[config.mk]
export PLATFORM = sky130hd
export DESIGN_NAME = alu_rs
export DESIGN_NICKNAME = d
export VERILOG_FILES = /design/src/rtl/alu_rs.sv
export SDC_FILE = /design/constraint.sdc
export NUM_CORES = 2
export LEC_CHECK = 0
export CAP_MARGIN = 20
export CORE_UTILIZATION = 31
export DETAILED_ROUTE_END_ITERATION = 6
export DONT_BUFFER_PORTS = 1
export GPL_TIMING_DRIVEN = 0
export PLACE_DENSITY_LB_ADDON = 0.08
export SYNTH_ARGS = -nofsm -noshare
export SYNTH_HDL_FRONTEND = slang
export SYNTH_SLANG_ARGS = --single-unit
[constraint.sdc]
create_clock -name clk -period 9.6 [get_ports clk]
set_clock_uncertainty 0.1 [all_clocks]
set_input_delay 0.96 -clock clk [delete_from_list [all_inputs] [get_ports clk]]
set_output_delay 0.96 -clock clk [all_outputs]
set_load 0.1 [all_outputs]
[src/rtl/alu_rs.sv]
// alu_rs: ALU reservation station; collapsing age-ordered queue (slot 0 oldest) with CDB wakeup, oldest-ready select into registered iss_* outputs, and direct issue of an already-ready dispatch; disp_ready/rs_count come from registered state.
module alu_rs #(
  parameter int DEPTH = 8,
  parameter int TAG_W = 6
) (
  input  logic                     clk,
  input  logic                     reset,
  input  logic                     flush,
  input  logic                     disp_valid,
  output logic                     disp_ready,
  input  logic [3:0]               disp_ctrl,
  input  logic                     disp_alusrc,
  input  logic [31:0]              disp_imm,
  input  logic                     disp_src1_rdy,
  input  logic                     disp_src2_rdy,
  input  logic [TAG_W-1:0]         disp_src1_tag,
  input  logic [TAG_W-1:0]         disp_src2_tag,
  input  logic [31:0]              disp_src1_val,
  input  logic [31:0]              disp_src2_val,
  input  logic [TAG_W-1:0]         disp_dest_tag,
  input  logic                     cdb_valid,
  input  logic [TAG_W-1:0]         cdb_tag,
  input  logic [31:0]              cdb_val,
  output logic                     iss_valid,
  output logic [3:0]               iss_ctrl,
  output logic                     iss_alusrc,
  output logic [31:0]              iss_rs1,
  output logic [31:0]              iss_rs2,
  output logic [31:0]              iss_imm,
  output logic [TAG_W-1:0]         iss_dest_tag,
  output logic [$clog2(DEPTH):0]   rs_count
);
  localparam int IW = $clog2(DEPTH);
  localparam int CW = IW + 1;
  typedef struct packed {
    logic [3:0]       ctrl;
    logic             alusrc;
    logic [31:0]      imm;
    logic             r1;
    logic [TAG_W-1:0] t1;
    logic [31:0]      v1;
    logic             r2;
    logic [TAG_W-1:0] t2;
    logic [31:0]      v2;
    logic [TAG_W-1:0] dest;
  } ent_t;
  ent_t ent [DEPTH];
  ent_t w [DEPTH+1];
  ent_t nx [DEPTH];
  ent_t d;
  logic [CW-1:0] cnt, cnt_n;
  logic [IW-1:0] sel, pos;
  logic found, direct, accept, hit1, hit2;
  assign rs_count   = cnt;
  assign disp_ready = cnt < CW'(DEPTH);
  assign accept     = disp_valid && disp_ready;
  // A dispatch whose operands were ready on arrival skips the queue when nothing older is ready;
  // a CDB-bypassed operand still takes the normal wakeup path.
  assign direct     = accept && !found && disp_src1_rdy && (disp_src2_rdy || disp_alusrc);
  assign hit1       = !disp_src1_rdy && cdb_valid && cdb_tag == disp_src1_tag;
  assign hit2       = !disp_src2_rdy && cdb_valid && cdb_tag == disp_src2_tag;
  assign d = '{ctrl: disp_ctrl, alusrc: disp_alusrc, imm: disp_imm,
               r1: disp_src1_rdy || hit1, t1: disp_src1_tag, v1: hit1 ? cdb_val : disp_src1_val,
               r2: disp_src2_rdy || hit2, t2: disp_src2_tag, v2: hit2 ? cdb_val : disp_src2_val,
               dest: disp_dest_tag};
  always_comb begin
    found = 1'b0;
    sel   = '0;
    for (int i = DEPTH - 1; i >= 0; i--)
      if (CW'(i) < cnt && ent[i].r1 && (ent[i].r2 || ent[i].alusrc)) begin
        found = 1'b1;
        sel   = IW'(i);
      end
  end
  always_comb begin
    w[DEPTH] = '0;
    for (int i = 0; i < DEPTH; i++) begin
      w[i] = ent[i];
      if (cdb_valid && !ent[i].r1 && ent[i].t1 == cdb_tag) begin
        w[i].r1 = 1'b1;
        w[i].v1 = cdb_val;
      end
      if (cdb_valid && !ent[i].r2 && ent[i].t2 == cdb_tag) begin
        w[i].r2 = 1'b1;
        w[i].v2 = cdb_val;
      end
    end
    for (int i = 0; i < DEPTH; i++)
      nx[i] = (found && IW'(i) >= sel) ? w[i+1] : w[i];
    pos = IW'(cnt - CW'(found));
    if (accept && !direct)
      nx[pos] = d;
    cnt_n = cnt + CW'(accept && !direct) - CW'(found);
  end
  always_ff @(posedge clk) begin
    cnt       <= (reset || flush) ? '0 : cnt_n;
    iss_valid <= !reset && !flush && (found || direct);
    for (int i = 0; i < DEPTH; i++)
      ent[i] <= (reset || flush) ? '0 : nx[i];
    if (reset) begin
      iss_ctrl     <= '0;
      iss_alusrc   <= 1'b0;
      iss_rs1      <= '0;
      iss_rs2      <= '0;
      iss_imm      <= '0;
      iss_dest_tag <= '0;
    end else if (!flush && (found || direct)) begin
      iss_ctrl     <= direct ? d.ctrl   : ent[sel].ctrl;
      iss_alusrc   <= direct ? d.alusrc : ent[sel].alusrc;
      iss_rs1      <= direct ? d.v1     : ent[sel].v1;
      iss_rs2      <= direct ? d.v2     : ent[sel].v2;
      iss_imm      <= direct ? d.imm    : ent[sel].imm;
      iss_dest_tag <= direct ? d.dest   : ent[sel].dest;
    end
  end
endmodule

## Word level (Yosys, flattened, before mapping)

Memories as Yosys holds them, arrays and structs flattened.
Index checks and enable logic that the tools add are counted.

| storage, ports and cells | value |
|---|---|
| flip-flop bits (word level) | 112 |
| bits in latches | 0 |
| memory bits (writable) | 968 |
| bits in read-only memories | 0 |
| bits of input ports | 164 |
| output and inout bits | 113 |
| memories kept | 1 |

| cells by class | value |
|---|---|
| $add $sub $neg | 3 |
| multiply operators | 0 |
| div/mod/pow operators | 0 |
| order comparisons | 19 |
| eq/ne operators | 18 |
| shift operators | 0 |
| multiplexer cells | 76 |
| bitwise gates (word level) | 1 |
| reductions and logical operators | 104 |

Memory list:

| memory | depth | width | rd ports | clocked after Yosys merged registers in | wr ports | RTL line | source |
|---|---|---|---|---|---|---|---|
| ent | 8 | 121 | 9 | 0 | 8 | 47 | `ent_t ent [DEPTH];` |

Operator list:

| kind | number |
|---|---|
| $mux W121 | 17 |
| $bwmux W968 | 1 |
| $mux W968 | 1 |
| $mux W32 | 21 |
| $demux W121 S3 | 1 |
| $eq A6 B6 Y1 | 18 |
| $logic_and A1 B1 Y1 | 69 |
| $mux W1 | 25 |
| $mux W3 | 8 |
| $logic_not A1 Y1 | 22 |
| $lt A3 B4 Y1 const A | 4 |
| $logic_or A1 B1 Y1 | 13 |
| $ge A3 B3 Y1 const A | 4 |
| $lt A1 B4 Y1 const A | 2 |
| $lt A2 B4 Y1 const A | 2 |
| $ge A1 B3 Y1 const A | 2 |
| $ge A2 B3 Y1 const A | 2 |
| $mux W6 | 1 |
| $add A4 B1 Y4 | 1 |
| $ge A4 B4 Y1 const B | 1 |
| $lt A4 B1 Y1 const B | 1 |
| $lt A4 B4 Y1 const B | 1 |
| $mux W4 | 1 |
| $not A3 Y4 | 1 |
| 2 further kinds | 2 |

## Depth between registers and ports, before layout

| logic depth | value |
|---|---|
| depth in word-level cells | 20 |
| gate-level depth with buffers | 22 |
| mapped depth without buffers | 16 |

## Worst setup path before layout

Ideal clock, no wire load.

| path | value |
|---|---|
| path kind | reg2reg |
| start | register cnt[3], in the netlist rs_count[3] |
| end | memory ent[7][68] (netlist bit) |
| arrival time | 5,402 ps |
| path slack | 3,971 ps |
| stages on the path, launching flop included | 22 |
| path buffers | 6 |
| period minus slack after synthesis | 5,629 ps |
| cell sequence | dfxtp_1 inv_1 ha_1 buf_4 o32ai_1 or2_1 buf_4 nor2_4 inv_1 clkbuf_1 ha_1 ha_1 xor2_1 nand2_1 a31oi_2 and2_1 clkbuf_1 buf_2 buf_2 nor3_1 a21oi_1 nor2_1 |

RTL lines:

| item | RTL line | source |
|---|---|---|
| start: declaration | 51 | `logic [CW-1:0] cnt, cnt_n;` |
| start signal: assignment | 96 | `cnt <= (reset \|\| flush) ? '0 : cnt_n;` |
| end: declaration | 47 |  |

==> results.py <==
metrics = {
    "finish": {
        "syn_to_final_growth_pct": 16.2,
        "final_cells": 10518,
        "fin_nets": 8076,
        "layout-drive-gt1-share_pct": 7.98,
    },
    "place": {
        "dpl.hpwl_mm": 274,
        "placed_cells": 10227,
        "port_buffers": 0,
        "place_congestion": 0.993,
    },
    "grt": {
        "grt_max_degree": 17,
        "grt_use_met1_pct": 46.3,
        "grt_first_pass_wirelength_mm": 507,
        "grtUsageMet3_pct": 9.56,
        "antenna_found_initial": 41,
        "top_usage_layer": "met2",
        "grt_pass1_vias": 62088,
        "use_met2_pct": 57.7,
        "grt_use_total_pct": 37.6,
        "grt.overflow.total": 0,
    },
    "clock_tree": {
        "htree_levels": 4,
        "clockBufferDepth": 3,
        "cts_sinks": 1080,
        "cts_tree": "done",
        "insertion_delay_ns": 0.81,
        "cts_made_buffers": 141,
        "cts_resized": 0,
        "postCtsSetupBuffers": 0,
        "hold_buffers": 0,
        "clk_pin_slew_worst_paths_ns": 0.06,
        "cts_root_buf": "clkbuf_16",
    },
    "synth": {
        "synth_top_area_share_pct": 37.2,
        "netlist_area_um2": 58100,
        "ys.warnings.count": 0,
        "syn_nets": 7834,
        "avgSynthCellArea_um2": 7.59,
        "ys_ff_latch": 1080,
        "synth_most_common_cell": "nand2_1",
        "synth_area_leader_cell": "dfxtp_1",
        "yosysUniqueCellTypes": 71,
        "synth_area_leaders": "dfxtp_1 37%, nand2_1 10%, a21oi_1 5.9%",
        "seq_area_frac_synth_pct": 37.2,
        "async_flop_share_pct": 0,
        "synth_common_cells": "1618 x nand2_1, 1080 x dfxtp_1, 753 x nor2_1, 680 x a21oi_1, 648 x clkbuf_1",
        "synth_ff_type": "dfxtp_1",
        "synth-edff-count": 0,
        "synthCells": 7661,
    },
    "pwr": {
        "ir_worst_vdd_mv": 0.132,
        "power_density_nw_per_um2": 163,
        "intPower_uw": 7920,
        "p_clk_share_pct": 50.0,
        "cellLeakagePower_uw": 0.0220,
        "switchingPower_uw": 3080,
        "p_sw_share_pct": 28.0,
        "p_comb_share_pct": 8.0,
        "seqPwrFrac_pct": 42.0,
    },
    "worst_setup_path": {
        "end_kind": "flop",
        "worst_setup_path_start_kind": "flop",
        "crit_slowest_cell": "clkbuf_1",
        "crit_fanout": 11,
        "crit_type": "reg2reg",
        "crit_arrival_ns": 8.51,
        "cpMostUsedCell": "ha_1",
        "cp_slowest_stage_delay_ns": 0.92,
        "cp_cell_sequence": "inv_1 -> ha_1 -> buf_4 -> a21boi_0 -> o32ai_1 -> or2_1 -> buf_4 -> nor2_4 -> inv_1 -> clkbuf_1 -> ha_1 -> ha_1 -> xor2_1 -> nand2_1 -> a31oi_2 -> nand2_1 -> clkbuf_2 -> clkbuf_1 -> nor2_1 -> a211oi_1",
        "crit_required_ns": 10.22,
    },
    "sta": {
        "setup_tns_ns": 0,
        "fin_crit_ns": 7.89,
        "fmax_ghz": 0.127,
        "slew_headroom_pct": 9.58,
        "tightest_slew_ns": 1.36,
        "fin_crit_sh_pct": 82.2,
        "hold_violations": 0,
        "rsz0062_at_grt": "false",
        "finalMaxSlewViolations": 0,
        "setup_violations": 0,
    },
    "route": {
        "routed_wl_mm": 371,
        "routed-via-count": 65139,
        "ant_nets": 0,
        "drc": 2,
        "via_per_inst": 6.19,
        "drt_iter0_markers": 8494,
        "wl_per_cell_um": 35.3,
        "drt-pass1-iter-count": 7,
    },
    "floorplanning": {
        "die_area_um2": 189000,
        "dieWidth_um": 435,
        "core-area_um2": 186000,
        "rows": 158,
        "start_util_pct": 31.3,
        "die_h_um": 435,
        "num_io_pins": 277,
    },
    "outcome": {
        "status": "finished, violations left",
        "violations": "design-rule violations",
    },
    "job": {
        "cap_viol_max_count": 0,
    },
    "worst_hold_path": {
        "hold_class": "reg2reg",
    },
}
-- worst max-delay path: cells and delay by family, from the launching register on --
| family | cells | cell delay [ns] |
|---|---|---|
| compound gates | 4 | 0.89 |
| xor+xnor | 1 | 0.17 |
| fa+ha+maj | 3 | 0.85 |
| buf+inv | 7 | 3.60 |
| flops | 1 | 0.41 |
| simple gates | 5 | 1.75 |
-- power groups by stage --
stage / Clock (µW) / Sequential (µW) / Combinational (µW)
2_1_floorplan: 0 / 4720 / 407
3_3_place_gp: 0 / 4730 / 780
3_5_place_dp: 0 / 4720 / 836
4_1_cts: 5510 / 4620 / 838
5_1_grt: 5670 / 4620 / 890
6_report: 5500 / 4620 / 876
-- cells in the final DEF (no fill, tap or decap), types with 144 or more instances in the layout --
cell          n
nor3_1      328
nor2_1      752
a21oi_1     680
a211oi_1    162
mux2i_1     283
clkbuf_1    660
a311oi_1    330
clkbuf_16   144
nand2_1    1618
nand3_1     212
dfxtp_1    1080
o211ai_1    159
-- cells by family (layout without fill, tap and decap cells) --
| logic type | Yosys count | in the layout | synth area share, % |
|---|---|---|---|
| and+or+nand+nor | 3140 | 3140 | 22.6 |
| DFF | 1080 | 1080 | 37.2 |
| other | 0 | 32 | 0 |
| xor gates and xnor gates | 111 | 111 | 1.67 |
| muxes | 403 | 403 | 8.24 |
| buffers and inverters | 873 | 1218 | 6.08 |
| adders and majority gates | 9 | 9 | 0.207 |
| AOI/OAI and AO/OA | 2045 | 2045 | 24.0 |
-- per-stage QoR --
step / hold slack, ns / setup WS, ns / utilization (%) / instance area [µm²] / total power, µW
finish: 0.367 / 1.71 / 36.3 / 67500 / 11000
global route: 0.394 / 1.62 / 36.3 / 67500 / 11200
floorplan: 0.358 / 3.97 / - / 58100 / 5120
CTS: 0.369 / 1.96 / 36.2 / 67300 / 11000
detailed placement: 0.373 / 1.97 / 33.7 / 62700 / 5550
global placement: 0.370 / 0.618 / 33.0 / 61200 / 5510
-- cell type report --
class,count,area [µm²]
Tap cell,2480,3100
Timing Repair Buffer,99,1550
Clock buffer,216,4230
Buffer,862,3530
Clock inverter,30,352
Sequential cell,1080,21600
Fill cell,19897,118000
Antenna cell,32,80.1
Inverter,11,41.3
Multi-Input combinational cell,5708,33000
-- layer usage --
| layer | vias up | part of all wire, % |
|---|---|---|
| met2 | 4032 | 43 |
| met4 | 24 | 7.6 |
| met5 | - | 0.062 |
| met1 | 32113 | 39 |
| met3 | 1004 | 9.9 |
| li1 | 27966 | - |
-- worst paths after layout --
check	cells after the start	slack [ns]	start	to
setup reg to reg	20	1.71	rs_count[3]$_SDFF_PN0_	ent[5][76]$_SDFF_PN0_
setup / recovery	20	1.71	rs_count[3]$_SDFF_PN0_	ent[5][76]$_SDFF_PN0_
hold / removal	2	0.37	ent[1][84]$_SDFF_PN0_	ent[0][84]$_SDFF_PN0_
hold reg to reg	2	0.37	ent[1][84]$_SDFF_PN0_	ent[0][84]$_SDFF_PN0_
-- sequential cells by signal, indices dropped and copies added, names as in the netlist --
register / flops
iss_dest_tag: 6
iss_valid: 1
iss_rs1: 32
iss_alusrc: 1
ent: 968
iss_rs2: 32
iss_imm: 32
rs_count: 4
iss_ctrl: 4
No activity file was read; power rests on OpenSTA's default activity.
